`src/rtl/uart_pkg.sv`:
```
// Purpose: shared types and frame constants for the 8N1 UART receive path.
// Latency: n/a (declarations only).
// Backpressure: n/a.
package uart_pkg;

    typedef enum logic [2:0] {
        IDLE,
        START,
        DATA,
        STOP,
        BREAK
    } rx_state_t;

    localparam int   DATA_BITS  = 8;
    localparam logic STOP_LEVEL = 1'b1;
    localparam int   BIT_CNT_W  = $clog2(DATA_BITS);

endpackage

```
`src/rtl/uart_rx_fifo_sync_fifo.sv`:
```
// Purpose: synchronous first-word-fall-through FIFO; pop_data always shows the oldest entry.
// Latency: a push is visible on pop_data/empty/count the edge after it is accepted.
// Backpressure: push while full (without pop) is ignored; pop while empty is ignored.
//
// Ports:
//   clk, rst             clock, synchronous active-high reset (empties the FIFO)
//   push, push_data      write strobe and data
//   pop                  advance the head on the next edge
//   pop_data             head entry, forced to 0 while empty
//   empty, full, count   occupancy status
module sync_fifo #(
    parameter int WIDTH      = 8,
    parameter int DEPTH_LOG2 = 4
) (
    input  logic                  clk,
    input  logic                  rst,
    input  logic                  push,
    input  logic [WIDTH-1:0]      push_data,
    input  logic                  pop,
    output logic [WIDTH-1:0]      pop_data,
    output logic                  empty,
    output logic                  full,
    output logic [DEPTH_LOG2:0]   count
);

    localparam int DEPTH = 2 ** DEPTH_LOG2;

    logic [WIDTH-1:0]      mem [DEPTH];
    logic [DEPTH_LOG2-1:0] wr_ptr;
    logic [DEPTH_LOG2-1:0] rd_ptr;
    logic                  push_ok;
    logic                  pop_ok;

    assign empty = (count == '0);
    assign full  = (count == (DEPTH_LOG2 + 1)'(DEPTH));

    // A push into a full FIFO is allowed when a pop frees the head slot in the same cycle.
    assign pop_ok  = pop & ~empty;
    assign push_ok = push & (~full | pop_ok);

    // Show zero while empty so the head reads as a defined value straight out of reset.
    assign pop_data = empty ? '0 : mem[rd_ptr];

    always_ff @(posedge clk) begin
        if (push_ok) begin
            mem[wr_ptr] <= push_data;
        end
    end

    always_ff @(posedge clk) begin
        if (rst) begin
            wr_ptr <= '0;
            rd_ptr <= '0;
            count  <= '0;
        end else begin
            if (push_ok) begin
                wr_ptr <= wr_ptr + 1'b1;
            end
            if (pop_ok) begin
                rd_ptr <= rd_ptr + 1'b1;
            end
            case ({push_ok, pop_ok})
                2'b10:   count <= count + 1'b1;
                2'b01:   count <= count - 1'b1;
                default: count <= count;
            endcase
        end
    end

endmodule

```
`src/rtl/uart_rx_fifo.sv`:
```
// Purpose: 8N1 UART receiver with bit-centre sampling, stop-bit check and a show-ahead byte FIFO.
// Latency: a good byte reaches rd_data/empty/count on the edge after its stop-bit sample.
// Backpressure: none on the line; a byte arriving with the FIFO full and no pop is dropped and flags ovf.
//
// Ports:
//   clk, rst         clock, synchronous active-high reset
//   rxd              asynchronous serial input, idle high
//   rd_en            pop request (ignored while empty)
//   rd_data, empty, full, count   FIFO head and occupancy
//   ferr, ovf        sticky framing-error / overflow flags
//   clr_err          clears both flags on the next edge (a same-cycle set wins)
module uart_rx_fifo
    import uart_pkg::*;
#(
    parameter int CLK_PER_HALF_BIT = 5208,
    parameter int FIFO_DEPTH_LOG2  = 4
) (
    input  logic                       clk,
    input  logic                       rst,
    input  logic                       rxd,
    input  logic                       rd_en,
    output logic [7:0]                 rd_data,
    output logic                       empty,
    output logic                       full,
    output logic [FIFO_DEPTH_LOG2:0]   count,
    output logic                       ferr,
    output logic                       ovf,
    input  logic                       clr_err
);

    localparam int TIMER_W = $clog2(2 * CLK_PER_HALF_BIT);
    localparam logic [TIMER_W-1:0]   HALF_M1  = TIMER_W'(CLK_PER_HALF_BIT - 1);
    localparam logic [TIMER_W-1:0]   BIT_M1   = TIMER_W'(2 * CLK_PER_HALF_BIT - 1);
    localparam logic [BIT_CNT_W-1:0] LAST_BIT = BIT_CNT_W'(DATA_BITS - 1);

    rx_state_t              state;
    rx_state_t              state_nxt;
    logic                   rx_meta;
    logic                   rxs;
    logic [TIMER_W-1:0]     timer;
    logic [BIT_CNT_W-1:0]   bit_cnt;
    logic [DATA_BITS-1:0]   shreg;
    logic                   tick;
    logic                   stop_tick;
    logic                   pop_ok;
    logic                   push;
    logic                   set_ferr;
    logic                   set_ovf;

    // Two-flop synchronizer; reset high so the idle line never looks like a start bit.
    always_ff @(posedge clk) begin
        if (rst) begin
            rx_meta <= 1'b1;
            rxs     <= 1'b1;
        end else begin
            rx_meta <= rxd;
            rxs     <= rx_meta;
        end
    end

    assign tick = (timer == '0);

    // State register.
    always_ff @(posedge clk) begin
        if (rst) begin
            state <= IDLE;
        end else begin
            state <= state_nxt;
        end
    end

    // Next-state logic.
    always_comb begin
        state_nxt = state;
        case (state)
            IDLE: begin
                if (!rxs) state_nxt = START;
            end
            START: begin
                // A line that is high again at mid start bit was only a glitch.
                if (tick) state_nxt = rxs ? IDLE : DATA;
            end
            DATA: begin
                if (tick && bit_cnt == LAST_BIT) state_nxt = STOP;
            end
            STOP: begin
                // Leaving at mid stop bit keeps a back-to-back start edge catchable.
                if (tick) state_nxt = (rxs == STOP_LEVEL) ? IDLE : BREAK;
            end
            BREAK: begin
                // Wait out a held-low line instead of decoding it as 0x00 bytes.
                if (rxs) state_nxt = IDLE;
            end
            default: state_nxt = IDLE;
        endcase
    end

    // Output logic: decisions taken at the stop-bit sample.
    always_comb begin
        stop_tick = (state == STOP) && tick;
        pop_ok    = rd_en & ~empty;
        push      = stop_tick && (rxs == STOP_LEVEL) && (!full || pop_ok);
        set_ovf   = stop_tick && (rxs == STOP_LEVEL) && full && !pop_ok;
        set_ferr  = stop_tick && (rxs != STOP_LEVEL);
    end

    // Bit timer, bit counter and LSB-first shift register.
    always_ff @(posedge clk) begin
        if (rst) begin
            timer   <= '0;
            bit_cnt <= '0;
            shreg   <= '0;
        end else begin
            case (state)
                IDLE: begin
                    if (!rxs) timer <= HALF_M1;
                end
                START: begin
                    if (!tick) begin
                        timer <= timer - 1'b1;
                    end else if (!rxs) begin
                        timer   <= BIT_M1;
                        bit_cnt <= '0;
                    end
                end
                DATA: begin
                    if (!tick) begin
                        timer <= timer - 1'b1;
                    end else begin
                        shreg   <= {rxs, shreg[DATA_BITS-1:1]};
                        bit_cnt <= bit_cnt + 1'b1;
                        timer   <= BIT_M1;
                    end
                end
                STOP: begin
                    if (!tick) timer <= timer - 1'b1;
                end
                default: timer <= '0;
            endcase
        end
    end

    // Sticky error flags; a set in the same cycle as clr_err takes priority.
    always_ff @(posedge clk) begin
        if (rst) begin
            ferr <= 1'b0;
            ovf  <= 1'b0;
        end else begin
            if (set_ferr)     ferr <= 1'b1;
            else if (clr_err) ferr <= 1'b0;
            if (set_ovf)      ovf  <= 1'b1;
            else if (clr_err) ovf  <= 1'b0;
        end
    end

    sync_fifo #(
        .WIDTH      (DATA_BITS),
        .DEPTH_LOG2 (FIFO_DEPTH_LOG2)
    ) u_fifo (
        .clk       (clk),
        .rst       (rst),
        .push      (push),
        .push_data (shreg),
        .pop       (rd_en),
        .pop_data  (rd_data),
        .empty     (empty),
        .full      (full),
        .count     (count)
    );

endmodule

```
`config.mk`:
```
export PLATFORM = sky130hd
export DESIGN_NAME = uart_rx_fifo
export DESIGN_NICKNAME = d
export VERILOG_FILES = /design/src/rtl/uart_pkg.sv /design/src/rtl/uart_rx_fifo_sync_fifo.sv /design/src/rtl/uart_rx_fifo.sv
export SDC_FILE = /design/constraint.sdc
export NUM_CORES = 1
export LEC_CHECK = 0
export ABC_CLOCK_PERIOD_IN_PS = 4100
export CAP_MARGIN = 15
export CORE_UTILIZATION = 55
export CTS_CLUSTER_DIAMETER = 150
export DETAILED_ROUTE_END_ITERATION = 6
export GPL_TIMING_DRIVEN = 1
export HOLD_SLACK_MARGIN = 0.12
export PLACE_DENSITY_LB_ADDON = 0.15
export SLEW_MARGIN = 10
export SYNTH_ARGS = -nofsm -noshare
export SYNTH_HDL_FRONTEND = slang
export SYNTH_SLANG_ARGS = --single-unit
```
`constraint.sdc`:
```
create_clock -name clk -period 4.1 [get_ports clk]
set_input_delay 0.82 -clock clk [delete_from_list [all_inputs] [get_ports clk]]
set_output_delay 0.82 -clock clk [all_outputs]
set_load 0.01 [all_outputs]
```
Yosys cells after proc, flatten, opt, wreduce, memory -nomap -nowiden
Memory sizes are Yosys's and may differ from the RTL's. A register that Yosys moved wholly into a read port is not among the register bits.
Index checks and enable logic that the tools add are counted.
{"block": "totals", "reg_bits": 45, "mem_bits_rw": 128, "in_bits": 5, "out_inout_bits": 17, "elab_cells": 89, "n_memories": 1}
{"memory": "u_fifo.mem", "depth": 16, "width": 8, "read_ports": 1, "rd_ports_with_merged_regs": 1, "wr": 1, "line": "uart_rx_fifo_sync_fifo.sv:28", "source": "logic [WIDTH-1:0] mem [DEPTH];"}
{"block": "op_classes", "addsub": 6, "n_eq_ne": 17, "n_mux": 27, "n_bitwise": 6, "n_reduce_logical": 21}
{"op": "$mux W14", "count": 5}
{"op": "$pmux W14 S4", "count": 1}
{"op": "$mux W3", "count": 9}
{"op": "$ne A2 B2 Y1 const B", "count": 8}
{"op": "$pmux W3 S5", "count": 1}
{"op": "$logic_not A14 Y1", "count": 1}
{"op": "$sub A14 B1 Y14 const B", "count": 1}
{"op": "$pmux W5 S2", "count": 1}
{"op": "$add A4 B1 Y4 const B", "count": 2}
{"op": "$mux W4", "count": 2}
{"op": "$mux W8", "count": 1}
{"op": "$reduce_bool A2 Y1", "count": 4}
{"op": "$logic_and A1 B1 Y1", "count": 7}
{"op": "$eq A3 B2 Y1 const B", "count": 2}
{"op": "$eq A3 B3 Y1 const B", "count": 2}
{"op": "$pmux W3 S2", "count": 1}
{"op": "$add A5 B1 Y5 const B", "count": 1}
{"op": "$eq A5 B5 Y1 const B", "count": 1}
{"op": "$logic_not A5 Y1", "count": 1}
{"op": "$mux W1", "count": 5}
{"op": "$reduce_and A5 Y1", "count": 1}
{"op": "$sub A5 B1 Y5 const B", "count": 1}
{"op": "$reduce_and A4 Y1", "count": 1}
{"op": "$add A3 B1 Y3 const B", "count": 1}
{"op": "other kinds (13)", "count": 17}

Longest topological paths before layout
Gate-level depths: netlist (run 1).
{"block": "logic_depth", "depth_word": 8, "ltp_mapped": 16, "depth_no_buf": 14}

By module
A second synthesis (run 1) with hierarchy kept.
{"block": "hier_totals", "cells_unflattened": 530, "area_unflattened_um2": 7624.8}
{"module": "sync_fifo", "instances": 1, "cells_per_inst": 332, "area_each_um2": 5964.5, "seq_area_each_um2": 4184.0}
{"module": "uart_rx_fifo", "instances": 1, "cells_per_inst": 198, "area_each_um2": 1660.3, "seq_area_each_um2": 640.6}

Least setup slack after synthesis (run 1)
Ideal clock, no wire load.
{"block": "synth_path", "path_kind": "reg-to-reg", "startpoint": "register timer[0]", "endpoint": "register u_fifo.count[4]", "setup_ns": 0.121, "arrival_ns": 3.107, "required_time_ns": 3.979, "setup_slack_ns": 0.872, "path_stages_with_launch": 17, "n_path_buf": 2, "synth_period_minus_slack_ns": 3.228, "path_cell_list": "dfxtp_1 -> inv_1 -> ha_1 -> nor4b_2 -> nand4_1 -> buf_2 -> nor3_4 -> inv_1 -> ha_1 -> clkbuf_1 -> xor2_1 -> ha_1 -> a211o_1 -> nand2_1 -> nand3b_1 -> a31oi_1 -> mux2_2"}
{"block": "synth_between", "elab_chain_cells": 7, "word_cells_on_any_way": 9, "cone_classes": "eq/ne: 2; mux: 1; bitwise: 1; reduce/logical: 5"}
{"element": "from (decl)", "line": "uart_rx_fifo.sv:40", "source": "logic [TIMER_W-1:0] timer;"}
{"element": "from (signal assigned)", "line": "uart_rx_fifo.sv:120", "source": "timer <= timer - 1'b1;"}
{"element": "from (signal assigned)", "line": "uart_rx_fifo.sv:128", "source": "timer <= timer - 1'b1;"}
{"element": "from (signal assigned)", "line": "uart_rx_fifo.sv:136", "source": "if (!tick) timer <= timer - 1'b1;"}
{"element": "$logic_not A14 Y1 (*)", "line": "uart_rx_fifo.sv:61", "source": "assign tick = (timer == '0);"}
{"element": "$logic_and A1 B1 Y1 (*)", "line": "uart_rx_fifo.sv:100", "source": "stop_tick = (state == STOP) && tick;"}
{"element": "$logic_and A1 B1 Y1 (*) (2 in series)", "line": "uart_rx_fifo.sv:102", "source": "push = stop_tick && (rxs == STOP_LEVEL) && (!full || pop_ok);"}
{"element": "$and A1 B1 Y1 (*)", "line": "uart_rx_fifo_sync_fifo.sv:39", "source": "assign push_ok = push & (~full | pop_ok);"}
{"element": "$eq A2 B1 Y1 or $eq A2 B2 Y1 (tied branches)", "line": "uart_rx_fifo_sync_fifo.sv:62", "source": "case ({push_ok, pop_ok})"}
{"element": "$pmux W5 S2 or $reduce_bool A2 Y1 (tied branches)"}
{"element": "to (signal assigned)", "line": "uart_rx_fifo_sync_fifo.sv:63", "source": "2'b10: count <= count + 1'b1;"}
{"element": "to (signal assigned)", "line": "uart_rx_fifo_sync_fifo.sv:64", "source": "2'b01: count <= count - 1'b1;"}
{"element": "to (signal assigned)", "line": "uart_rx_fifo_sync_fifo.sv:65", "source": "default: count <= count;"}
{"element": "to (decl)", "line": "uart_rx_fifo_sync_fifo.sv:23", "source": "output logic [DEPTH_LOG2:0] count"}
Mark *: on every way between the ends. The rest lies on a longest branch, timed or not.
A chain may end at the register's enable or synchronous reset.

==> metrics.yaml, run 1 <==
cts:
  cts_tree: "yes"
  cts_made_buffers: 17
  cts_root_buffer: "clkbuf_16"
  post_cts_buffers: 0
  clock_latency_ns: 0.42
  cts-resized-gates: 0
  clock_path_buffers: 2
  path_clk_slew_ns: 0.06
  clock-sinks: 177
  cts_htree_levels: 4
  hold_buffers: 0
timing:
  setup_viol: 0
  finalMaxSlewViolations: 0
  period_needed_ns: 3.56
  worst_pin_slew_ns: 0.962
  setup_tns_ns: 0
  final.setup_skew_ns: 0.00658
  slew_headroom_pct: 35.6
  fin_crit_sh_pct: 86.9
  hold_viol_final: 0
  clock.fmax_mhz: 281
  rsz0062_at_grt: "no"
floorplan:
  die_h_um: 119
  die_area_um2: 14100
  initial_core_util_pct: 56.5
  placeableCoreArea_um2: 13200
  pin_count: 22
  fp-row-count: 42
  die_x_um: 119
global_routing:
  grt_pass1_wl_um: 24000
  grt_pass1_vias: 4464
  grt_max_degree: 33
  antenna_found_initial: 0
  grt_overflow: 0
  globalRouteTotalUtil_pct: 23.0
synth:
  synth_area_um2: 7480
  synth_fp_nets: 532
  synthTopCellsByCount: "128 x edfxtp_1, 49 x dfxtp_1, 40 x mux4_2, 40 x nand2_1, 40 x nor2_1"
  avgSynthCellArea_um2: 14.6
  netlist_instances: 514
  yosys_warnings: 0
  synth-edff-count: 128
  yosys.area.top_type_share_pct: 51.4
  ys_ff_latch: 177
  synthArstFlopShare_pct: 0
  synth.most_common_cell: "edfxtp_1"
  ys_seq_area_share_pct: 64.5
  synthTopCellsByArea: "edfxtp_1 51%, dfxtp_1 13%, mux4_2 12%, ha_1 2.2%, nand2_1 2.0%"
  synth_largest_area_cell: "edfxtp_1"
  ys_types: 58
  synthFlopType: "edfxtp_1"
worst_hold_path:
  hp-class: "reg2reg"
  min_path_cells: 1
layout:
  fin_nets: 558
  stdcell_count: 729
  final.fill_count: 971
  area_delta_synth_final_pct: 14.0
  n_antenna_cell: 0
  drive_gt1_share_pct: 17.0
place:
  gp_congestion: 0.866
  placed_cells: 697
  portBuffers: 21
  hpwlAfterDp_um: 9890
critical_path:
  path_cells: "buf_12 -> mux4_2 -> mux4_2 -> nor2b_1 -> clkdlybuf4s50_1"
  r2r_cells: 14
  crit_path_end_kind: "output port"
  worstPathRequired_ns: 3.28
  worst_path_max_delay_cell: "mux4_2"
  cp.arrival_ns: 2.74
  crit_fanout: 32
  crit_path_frequent_cell: "mux4_2"
  cpPeakStageDelay_ns: 0.56
  worstSetupStartpointType: "flip-flop"
  crit_type: "reg2out"
power:
  irDropWorstVdd_mv: 0.315
  total_power_mw: 3.87
  p_leak_nw: 2.78
  p_per_area_nw_per_um2: 454
drt:
  vias_per_cell: 5.98
  vias: 4359
  wirelength_um: 15000
  drc_errors: 0
  drtIter0Drc: 486
  wire_per_inst_um: 20.6
  detail-route-antenna-nets: 0
  dr.pass1.iters: 5
job:
  maxCapViolCount: 0
run_status:
  outcome: "complete, no violations"
-- worst paths after layout --
check                          to  slack (ns)      start
hold reg to reg               rxs        0.41    rx_meta
hold / removal                rxs        0.41    rx_meta
setup reg to reg  u_fifo.count[4]        0.72   timer[0]
setup / recovery       rd_data[5]        0.54  flip-flop
-- where the power goes --
part | internal, mW | switching, mW
Combinational | 0.0908 | 0.173
Clock | 1.04 | 0.628
Sequential | 1.91 | 0.0273
-- through the flow --
stage               hold slack [ns]  setup WS (ns)  utilization, %  area, µm²
global route                  0.419          0.457            64.4       8530
global placement              0.395          0.577            59.8       7920
floorplan                     0.389          0.872               -       7480
finish                        0.411          0.539            64.4       8530
CTS                           0.413          0.508            64.4       8530
detailed placement            0.397          0.471            59.8       7920
-- layout by cell type, fill, tap and decap left out, types with 5 or more instances in the layout --
cell type	instances
a21oi_1	28
a31oi_1	5
buf_4	13
clkbuf_1	6
clkbuf_16	18
clkdlybuf4s50_1	21
dfxtp_1	48
edfxtp_1	128
ha_1	13
inv_1	12
mux4_2	40
nand2_1	40
nand2b_1	7
nand3_1	7
nand4_1	6
nor2_1	40
nor2b_1	9
nor3_1	9
o21ai_0	13
xor2_1	8
-- layer usage --
layer  vias to the layer above  track usage [%]  part of all wire [%]  wire length (µm)
met5                         -                0                     0                 0
met4                         0             8.94                   1.3               197
met3                        14             4.34                   4.8               723
met2                       137             39.7                    52              7870
met1                      2166             28.6                    41              6230
li1                       2042                -                     -                 -
-- sequential cells by signal (all words and copies together), names as in the netlist, named ones only --
name / flops
u_fifo.rd_ptr: 4
state: 3
u_fifo.count: 5
rx_meta: 1
rxs: 1
ferr: 1
bit_cnt: 3
u_fifo.mem: 128
u_fifo.wr_ptr: 4
shreg: 8
ovf: 1
timer: 14
-- final cells by class --
type | instances | area [µm²] | area share (%)
Sequential cell | 177 | 4830 | 56.6
Clock buffer | 27 | 514 | 6.03
Tap cell | 176 | 220 | 2.58
Timing Repair Buffer | 35 | 328 | 3.84
Inverter | 12 | 45.0 | 0.528
Clock inverter | 5 | 98.8 | 1.16
Multi-Input combinational cell | 297 | 2500 | 29.3
-- critical path, delay by kind of cell (launching register included) --
family / cells / cell delay, ns
buf+inv: 2 / 0.73
flops: 1 / 0.34
mux: 2 / 1.06
simple gates: 1 / 0.16
-- kinds of logic after synthesis --
logic type / synth area share, %
DFF: 64.5
and+or+nand+nor: 10.9
AOI/OAI and AO/OA: 6.45
muxes: 12.6
buffers and inverters: 2.14
adders and majority gates: 2.17
xor gates and xnor gates: 1.29
Note: power is estimated with default switching activity, not from simulation.
==> inputs of run 2 (changes only) <==
--- a/config.mk
+++ b/config.mk
@@ -12,7 +12,7 @@
 export DETAILED_ROUTE_END_ITERATION = 6
 export GPL_TIMING_DRIVEN = 1
 export HOLD_SLACK_MARGIN = 0.12
-export PLACE_DENSITY_LB_ADDON = 0.15
+export PLACE_DENSITY = 0.72
 export SLEW_MARGIN = 10
 export SYNTH_ARGS = -nofsm -noshare
 export SYNTH_HDL_FRONTEND = slang
==> run 2 against run 1 <==
Compared with the run above:
- combinational power about the same
- critical endpoint unchanged
- power shrank 0.77%
- core utilization grew 0.23 points
- critical path depth unchanged
- register-to-register slack worse by 0.04 ns
- clock power about the same
- die area unchanged
- hold slack about the same
- routed wire length increased by 0.47%
- final cell count increased by 0.55%
==> metrics.yaml, run 2 (synthesis gave the netlist of run 1 again) <==
cts:
  post_cts_buffers: 0  # unchanged
  cts_root_buffer: "clkbuf_16"  # unchanged
  clock-sinks: 177  # unchanged
  cts_htree_levels: 4  # unchanged
  clock_latency_ns: 0.42  # about the same
  cts_tree: "yes"  # unchanged
  cts_made_buffers: 17  # unchanged
  clock_path_buffers: 2  # unchanged
  cts-resized-gates: 0  # unchanged
  hold_buffers: 0  # unchanged
  path_clk_slew_ns: 0.06  # about the same
place:
  hpwlAfterDp_um: 9820  # was 9890 µm
  placed_cells: 701  # was 697
  portBuffers: 21  # unchanged
  gp_congestion: 0.855  # was 0.866
floorplan:
  die_area_um2: 14100  # unchanged
  placeableCoreArea_um2: 13200  # unchanged
  fp-row-count: 42  # unchanged
  die_x_um: 119  # unchanged
  pin_count: 22  # unchanged
  die_h_um: 119  # unchanged
  initial_core_util_pct: 56.5  # unchanged
drt:
  wirelength_um: 15100  # was 15000 µm
  vias: 4393  # was 4359
  drtIter0Drc: 355  # was 486
  dr.pass1.iters: 5  # unchanged
  vias_per_cell: 5.99  # was 5.98
  detail-route-antenna-nets: 0  # unchanged
  drc_errors: 0  # unchanged
  wire_per_inst_um: 20.6  # about the same
timing:
  clock.fmax_mhz: 281  # about the same
  finalMaxSlewViolations: 0  # unchanged
  rsz0062_at_grt: "no"  # unchanged
  setup_viol: 0  # unchanged
  hold_viol_final: 0  # unchanged
  worst_pin_slew_ns: 0.922  # was 0.962 ns
  setup_tns_ns: 0  # unchanged
  slew_headroom_pct: 38.3  # was 35.6%
  period_needed_ns: 3.56  # about the same
  fin_crit_sh_pct: 86.9  # about the same
  final.setup_skew_ns: 0.00887  # was 0.00658 ns
global_routing:
  grt_pass1_wl_um: 24600  # was 24000 µm
  grt_pass1_vias: 4567  # was 4464
  antenna_found_initial: 0  # unchanged
  grt_overflow: 0  # unchanged
  globalRouteTotalUtil_pct: 23.7  # was 23.0%
  grt_max_degree: 33  # unchanged
layout:
  drive_gt1_share_pct: 18.1  # was 17.0%
  largest_register: "u_fifo.mem"  # unchanged
  largest_reg_flops: 128  # unchanged
  stdcell_count: 733  # was 729
  layout_commonest_cell: "edfxtp_1"  # unchanged
  reg.largest.list: "u_fifo.mem x128, timer x14, shreg x8"  # unchanged
  final_cell_mix: "128 x edfxtp_1, 48 x dfxtp_1, 40 x nor2_1, 40 x mux4_2, 40 x nand2_1"  # unchanged
  area_delta_synth_final_pct: 14.4  # was 14.0%
  fin_nets: 562  # was 558
  n_antenna_cell: 0  # unchanged
power:
  irDropWorstVdd_mv: 0.284  # was 0.315 mV
  p_leak_nw: 2.80  # was 2.78 nW
  p_per_area_nw_per_um2: 449  # was 454 nW/µm²
critical_path:
  crit_path_frequent_cell: "mux4_2"  # unchanged
  path_buf_inv: 2  # unchanged
  worstPathRequired_ns: 3.28  # about the same
  path_cells: "buf_12 -> mux4_2 -> mux4_2 -> nor2b_1 -> clkdlybuf4s50_1"  # unchanged
  crit_type: "reg2out"  # unchanged
  worstSetupStartpointType: "flip-flop"  # unchanged
  worst_path_max_delay_cell: "mux4_2"  # unchanged
  cp.arrival_ns: 2.74  # about the same
  crit_path_end_kind: "output port"  # unchanged
  path_delay_family: "multiplexers"  # unchanged
  cpPeakStageDelay_ns: 0.58  # was 0.56 ns
  crit_fanout: 32  # unchanged
worst_hold_path:
  hp-class: "reg2reg"  # unchanged
job:
  maxCapViolCount: 0  # unchanged
run_status:
  outcome: "complete, no violations"  # unchanged
run 2: layout make-up:
type / instances / area [µm²]
clock buffer: 24 / 514
clock inverter: 8 / 98.8
fill: 982 / 4680
inverter: 12 / 45.0
multi-input combinational: 297 / 2500
sequential: 177 / 4830
tap: 176 / 220
timing repair buffer: 39 / 358
run 2: power by group:
group          switching, mW  leakage [nW]  internal [mW]
clock network          0.641         0.298           1.00
registers             0.0274          1.58           1.91
logic                  0.171         0.916         0.0907
total                  0.839          2.80           3.00
run 2: metrics by stage:
step                      hold slack, ns  utilization [%]  area (µm²)  setup WS (ns)  power (mW)
after floorplan                    0.389                -        7480          0.872        2.16
after global placement             0.396             60.0        7950          0.581        2.23
after detailed placement           0.399             60.0        7950          0.509        2.24
after CTS                          0.414             64.7        8560          0.506        3.87
after global routing               0.424             64.7        8560          0.421        3.97
final                              0.411             64.7        8560          0.536        3.84
run 2: path summary, 6_finish.rpt:
kind / startpoint / endpoint / slack [ns] / depth (start not counted)
max reg2reg: timer[0] / u_fifo.count[4] / 0.68 / 14
min: rx_meta / rxs / 0.41 / 1
max: flip-flop / rd_data[5] / 0.54 / 5
min reg2reg: rx_meta / rxs / 0.41 / 1
run 2: metal layers:
metal  share of wire, %  GRT usage (%)
met1                 43           29.7
met2                 50           39.9
met3                5.2           6.42
met4                1.5           7.83
met5                  0              0
==> RTL change 1 (config.mk and constraints of run 1) <==
Set the parameter `FIFO_DEPTH_LOG2` to 2 (it was 4).
--- a/src/rtl/uart_rx_fifo.sv
+++ b/src/rtl/uart_rx_fifo.sv
@@ -13,7 +13,7 @@
     import uart_pkg::*;
 #(
     parameter int CLK_PER_HALF_BIT = 5208,
-    parameter int FIFO_DEPTH_LOG2  = 4
+    parameter int FIFO_DEPTH_LOG2  = 2
 ) (
     input  logic                       clk,
     input  logic                       rst,
Ports: changed (resized count); port bits go from 22 to 20. The function was not compared with the original's and may differ.
==> RTL change 1 against run 1 <==
Cell area down 55%; count of clock-buffer cells in the layout down 18; utilization down 0.54 points; setup slack better by 0.52 ns; area after synthesis down 53%; power down 60%; wire length down 55%; sequential cell count down 104.
==> RTL change 1: results (changes against run 1) <==
Route
  • First-pass DRT Iterations: 4 (-1)
  • Via count: 2407 (-45%)
  • 1st-iter DRT viols: 125 (-74%)
  • DR WL/cell: 16.7 um (-19%)

Synth
  • Post-synth top cells: 41 x dfxtp_1, 32 x edfxtp_1, 30 x nor2_1, 24 x a21oi_1, 16 x inv_1
  • Number of flops mapped to enable cells by yosys: 32 (-75%)
  • Yosys cell types: 56 (-3.4%)
  • Sequential fraction of the synthesis area: 0.509 (-0.135)
  • Syn. warnings: 0 (unchanged)
  • Most frequently used flop master after synthesis: dfxtp_1
  • Synth area leaders: edfxtp_1 27%, dfxtp_1 23%, mux4_2 5.2%
  • Asr flop ratio synth: 0 (unchanged)
  • Mapped Nets: 322 (-39%)

CTS
  • H-tree Lvls: 3 (-1)
  • Reg clk slew, reported paths: 0.08 ns (+0.02 ns)
  • Post-CTS resize count: 0 (unchanged)
  • Root Buffer: clkbuf_8
  • TritonCTS Buffers: 9 (-8)
  • Skew-Pair Late Insertion Delay: 0.35 ns (-0.07 ns)
  • Postcts setup bufs: 0 (unchanged)
  • Clk buf depth: 2 (unchanged)

Cells and area
  • Biggest regs: u_fifo.mem x32, timer x14, shreg x8
  • Diode count: 0 (unchanged)
  • Share of layout cells above drive strength 1: 0.155 (-0.0154)
  • Final net count: 340 (-39%)
  • Fill count: 485 (-50%)

Global route
  • Gr usage total: 0.225 (-0.00488)
  • Vias in the first global route: 2139 (-52%)
  • First-pass GRT wire length: 11000 um (-54%)
  • Pin count of the biggest net entering global routing: 32 (-3.0%)
  • Initial antenna violation count: 0 (unchanged)

Power and ir drop
  • Switching share of power: 0.297 (+0.0829)
  • Maximum vdd drop: 0.220 mV (-30%)
  • Leak: 1.27 nW (-54%)

Placement
  • Gpl congestion: 0.912 (+5.3%)
  • DP Area: 3680 um2 (-54%)
  • Post-DP HPWL: 4550 um (-54%)
  • Port Buffers: 19 (-9.5%)

Timing
  • Clock Skew: 0.00901 ns (+0.00243 ns)
  • Worst slew pin tran: 0.876 ns (-0.0857 ns)

Worst setup path
  • CP max-delay cell: dfxtp_1
  • Max stage delay on crit path: 0.67 ns (+0.11 ns)
  • WP data arrival: 2.22 ns (-0.52 ns)
  • Crit-path max FO: 8 (-75%)

Run status
  • Status: complete, no violations

Hold path
  • HP Class: flop to flop
[RTL change 1: changes by cell type in the layout (fill, tap and decap cells not counted), moves of 10 or more]
cell	change
clkbuf_16	-18
buf_4	-10
nor2_1	-10
nand2_1	-26
edfxtp_1	-96
mux4_2	-32
[RTL change 1: layout make-up]
class | instances | share of cell area
multi-input cells | 203 | 0.398
repair buffers | 22 | 0.0552
clock buffers | 9 | 0.0322
inverters | 16 | 0.0156
flip-flops and latches | 73 | 0.463
well taps | 75 | 0.0244
clock inverters | 7 | 0.0120
[RTL change 1: cells by family after synthesis]
logic type      count (synthesis)  share of synthesized area
compound gates                 55                     0.0980
xor+xnor                        7                     0.0175
fa+ha+maj                      11                     0.0408
buf+inv                        31                     0.0526
flops                          73                      0.509
mux                            17                     0.0773
simple gates                  113                      0.204
[RTL change 1: worst paths after layout]
kind	depth (start not counted)	slack (ns)	end	from
max	3	1.06	rd_data[5]	flop
min	1	0.43	rxs$_SDFF_PP1_	rx_meta$_SDFF_PP1_
max reg2reg	12	1.13	u_fifo.count[2]$_SDFFE_PP0P_	timer[0]$_SDFFE_PP0P_
min reg2reg	1	0.43	rxs$_SDFF_PP1_	rx_meta$_SDFF_PP1_
[RTL change 1: per-stage QoR]
stage               total power, mW   util  setup WS, ns  hold WS (ns)  std cells
floorplan                      1.01      -          1.52         0.389        307
global route                   1.61  0.639         0.920         0.462        405
global placement               1.05  0.611          1.07         0.394        389
CTS                            1.54  0.639          1.00         0.431        405
finish                         1.54  0.639          1.06         0.429        405
detailed placement             1.06  0.611         0.946         0.406        389
[RTL change 1: power by group through the flow]
stage	Combinational, mW	Sequential [mW]	Clock [mW]
3_3_place_gp	0.247	0.808	0
4_1_cts	0.251	0.791	0.502
5_1_grt	0.278	0.796	0.539
6_report	0.255	0.792	0.494
3_5_place_dp	0.250	0.808	0
2_1_floorplan	0.214	0.799	0
[RTL change 1: per-layer routing]
metal,vias to the layer above,track usage,part of all wire
li1,1162,-,-
met1,1180,0.328,0.49
met2,53,0.324,0.45
met3,12,0.0600,0.045
met4,0,0.0719,0.013
met5,-,0,0
[RTL change 1: worst max-delay path, delay by kind of cell, from the launching register on]
kind | cells | cell delay (ns)
mux | 1 | 0.59
buf+inv | 1 | 0.47
flops | 1 | 0.67
simple gates | 1 | 0.14
==> RTL change 2 (settings of run 1) <==
Without the edit above. Put a register stage on the output `count`, without a reset. The value now appears one clock later. The other outputs are not delayed to match. Comments in the files are not updated.
--- a/src/rtl/uart_rx_fifo.sv
+++ b/src/rtl/uart_rx_fifo.sv
@@ -32,6 +32,8 @@
     localparam logic [TIMER_W-1:0]   HALF_M1  = TIMER_W'(CLK_PER_HALF_BIT - 1);
     localparam logic [TIMER_W-1:0]   BIT_M1   = TIMER_W'(2 * CLK_PER_HALF_BIT - 1);
     localparam logic [BIT_CNT_W-1:0] LAST_BIT = BIT_CNT_W'(DATA_BITS - 1);
+
+    logic [FIFO_DEPTH_LOG2:0] count_d;
 
     rx_state_t              state;
     rx_state_t              state_nxt;
@@ -165,8 +167,12 @@
         .pop_data  (rd_data),
         .empty     (empty),
         .full      (full),
-        .count     (count)
+        .count     (count_d)
     );
+
+    always_ff @(posedge clk) begin
+        count <= count_d;
+    end
 
 endmodule
 
Behaviour: no difference found for any inputs over 10 cycles, from zero or initial values and one cycle with rst high; that may be too few to reach the edited logic, so the function may still have changed.
==> RTL change 2 against run 1 <==
Wire length is 2.4% lower; setup slack worse by 0.032 ns; utilization is 0.15 points lower; area after synthesis is 1.6% higher; maximum frequency is 0.89% lower; sequential cell count is 5 higher; cell area is 0.56% higher; non-clock buffer count is 5 lower; register-to-register slack worse by 0.21 ns; power is 3.2% higher; first-iteration DRC count is 20% lower; global-route usage is 0.75 points lower.
==> RTL change 2: results (changes against run 1) <==
Power and ir drop
  • Maximum vdd drop: 0.425 mV (+35%)
  • P_sw: 884 uW (+6.7%)
  • Leak: 2.86 nW (+2.9%)

Synth
  • Post-Synth Adder-Cell Area: 0.0214 (-0.000347)
  • Synth area leaders: edfxtp_1 51%, dfxtp_1 14%, mux4_2 12%
  • Compound-cell area share of the yosys netlist: 0.0525 (-0.0121)
  • Xor/xnor share of the synthesized area: 0.0127 (-0.000205)
  • Mapped Nets: 533 (+0.19%)
  • Post-synth top cells: 128 x edfxtp_1, 54 x dfxtp_1, 54 x nor2_1, 40 x mux4_2, 24 x nand2_1
  • Number of flops mapped to enable cells by yosys: 128 (unchanged)
  • Sequential fraction of the synthesis area: 0.647 (+0.00287)
  • Yosys cell types: 53 (-8.6%)
  • Post-synthesis mux area share: 0.138 (+0.0125)

Placement
  • DP Area: 7970 um2 (+0.68%)
  • Post-DP HPWL: 9500 um (-4.0%)
  • Gpl congestion: 0.891 (+2.8%)
  • Post-place setup slack: 0.446 ns (-0.0249 ns)

CTS
  • Clk buf depth: 2 (unchanged)
  • Root Buffer: clkbuf_16
  • Skew-Pair Late Insertion Delay: 0.43 ns
  • CTS Hold Bufs: 0 (unchanged)
  • Reg clk slew, reported paths: 0.06 ns (about the same)
  • Post-CTS resize count: 0 (unchanged)

Global route
  • First-pass GRT wire length: 23200 um (-3.2%)
  • Vias in the first global route: 4124 (-7.6%)
  • Pin count of the biggest net entering global routing: 34 (+3.0%)
  • Gr usage total: 0.222 (-0.00750)

Cells and area
  • Share of layout cells above drive strength 1: 0.171 (+0.000660)
  • Fill count: 983 (+1.2%)
  • Final net count: 550 (-1.4%)

Worst setup path
  • RR Startpoint: timer[1]$_SDFFE_PP0P_
  • WP data arrival: 3.91 ns (+1.17 ns)
  • Crit-path max FO: 10 (-69%)
  • Reg-to-reg slack, setup: 0.51 ns (-0.21 ns)
  • Kind of critical path: flop to flop
  • FF-to-FF path depth: 14 (unchanged)

Hold path
  • Hold_sp: u_fifo.count[4]$_SDFFE_PP0P_
  • Worst Hold Endpoint: count[4]$_DFF_P_
  • Worst Hold Depth: 0 (-1)

Route
  • First-pass DRT Iterations: 4 (-1)
  • Via count: 4280 (-1.8%)
  • 1st-iter DRT viols: 391 (-20%)
  • Detailed Route WL: 14700 um (-2.4%)

Timing
  • Final worst path period share: 0.876 (+0.00782)
  • Hold Worst Slack: 0.397 ns (-0.0138 ns)
  • Clock Skew: 0.00704 ns (+0.000454 ns)
  • Rel. slew slack: 0.440 (+0.0838)

Run status
  • Status: complete, no violations
==> RTL change 2: cells by family after synthesis <==
logic type | after synthesis
AO/OA/AOI/OAI | 63
XOR/XNOR | 11
adder cells (fa/ha/maj) | 13
buffers and inverters | 42
flip-flops | 182
multiplexers | 55
AND/OR/NAND/NOR | 149
==> RTL change 2: area by class of cell <==
cell class	count	area (um2)	share of cell area
Sequential cell	182	4930	0.574
Clock inverter	11	156	0.0182
Timing Repair Buffer	30	290	0.0338
Multi-Input combinational cell	291	2500	0.291
Clock buffer	21	450	0.0525
Inverter	10	37.5	0.00438
Tap cell	176	220	0.0257
==> RTL change 2: per-stage QoR <==
stage          cells  utilization
4_1_cts          721        0.643
5_1_grt          721        0.643
3_3_place_gp     689        0.597
2_1_floorplan    515            -
3_5_place_dp     689        0.597
6_report         721        0.643
==> RTL change 2: power by group through the flow <==
stage,Clock [mW],Combinational [mW],Sequential [mW]
finish,1.68,0.327,1.99
global route,1.78,0.353,2.00
CTS,1.70,0.322,1.99
detailed placement,0,0.318,2.03
global placement,0,0.310,2.03
floorplan,0,0.272,2.02
==> RTL change 2: layer usage <==
| layer | global-route usage | wire [um] | up-vias |
|---|---|---|---|
| met3 | 0.0371 | 651 | 15 |
| met5 | 0 | 0 | - |
| met4 | 0.0820 | 195 | 0 |
| met1 | 0.304 | 6430 | 2157 |
| met2 | 0.360 | 7370 | 113 |
| li1 | - | - | 1995 |
==> RTL change 2: worst max-delay path, stage by stage, from the launching register on <==
cell and delay, ns:
dfxtp_1 0.33, inv_1 0.09, ha_1 0.15, or4b_1 0.49
nor4_2 0.28, and4_1 0.40, inv_2 0.11, ha_1 0.32
xor2_1 0.19, ha_1 0.23, a211o_1 0.27, nand2_1 0.07
nand3b_1 0.07, a31oi_1 0.15, mux2_2 0.34
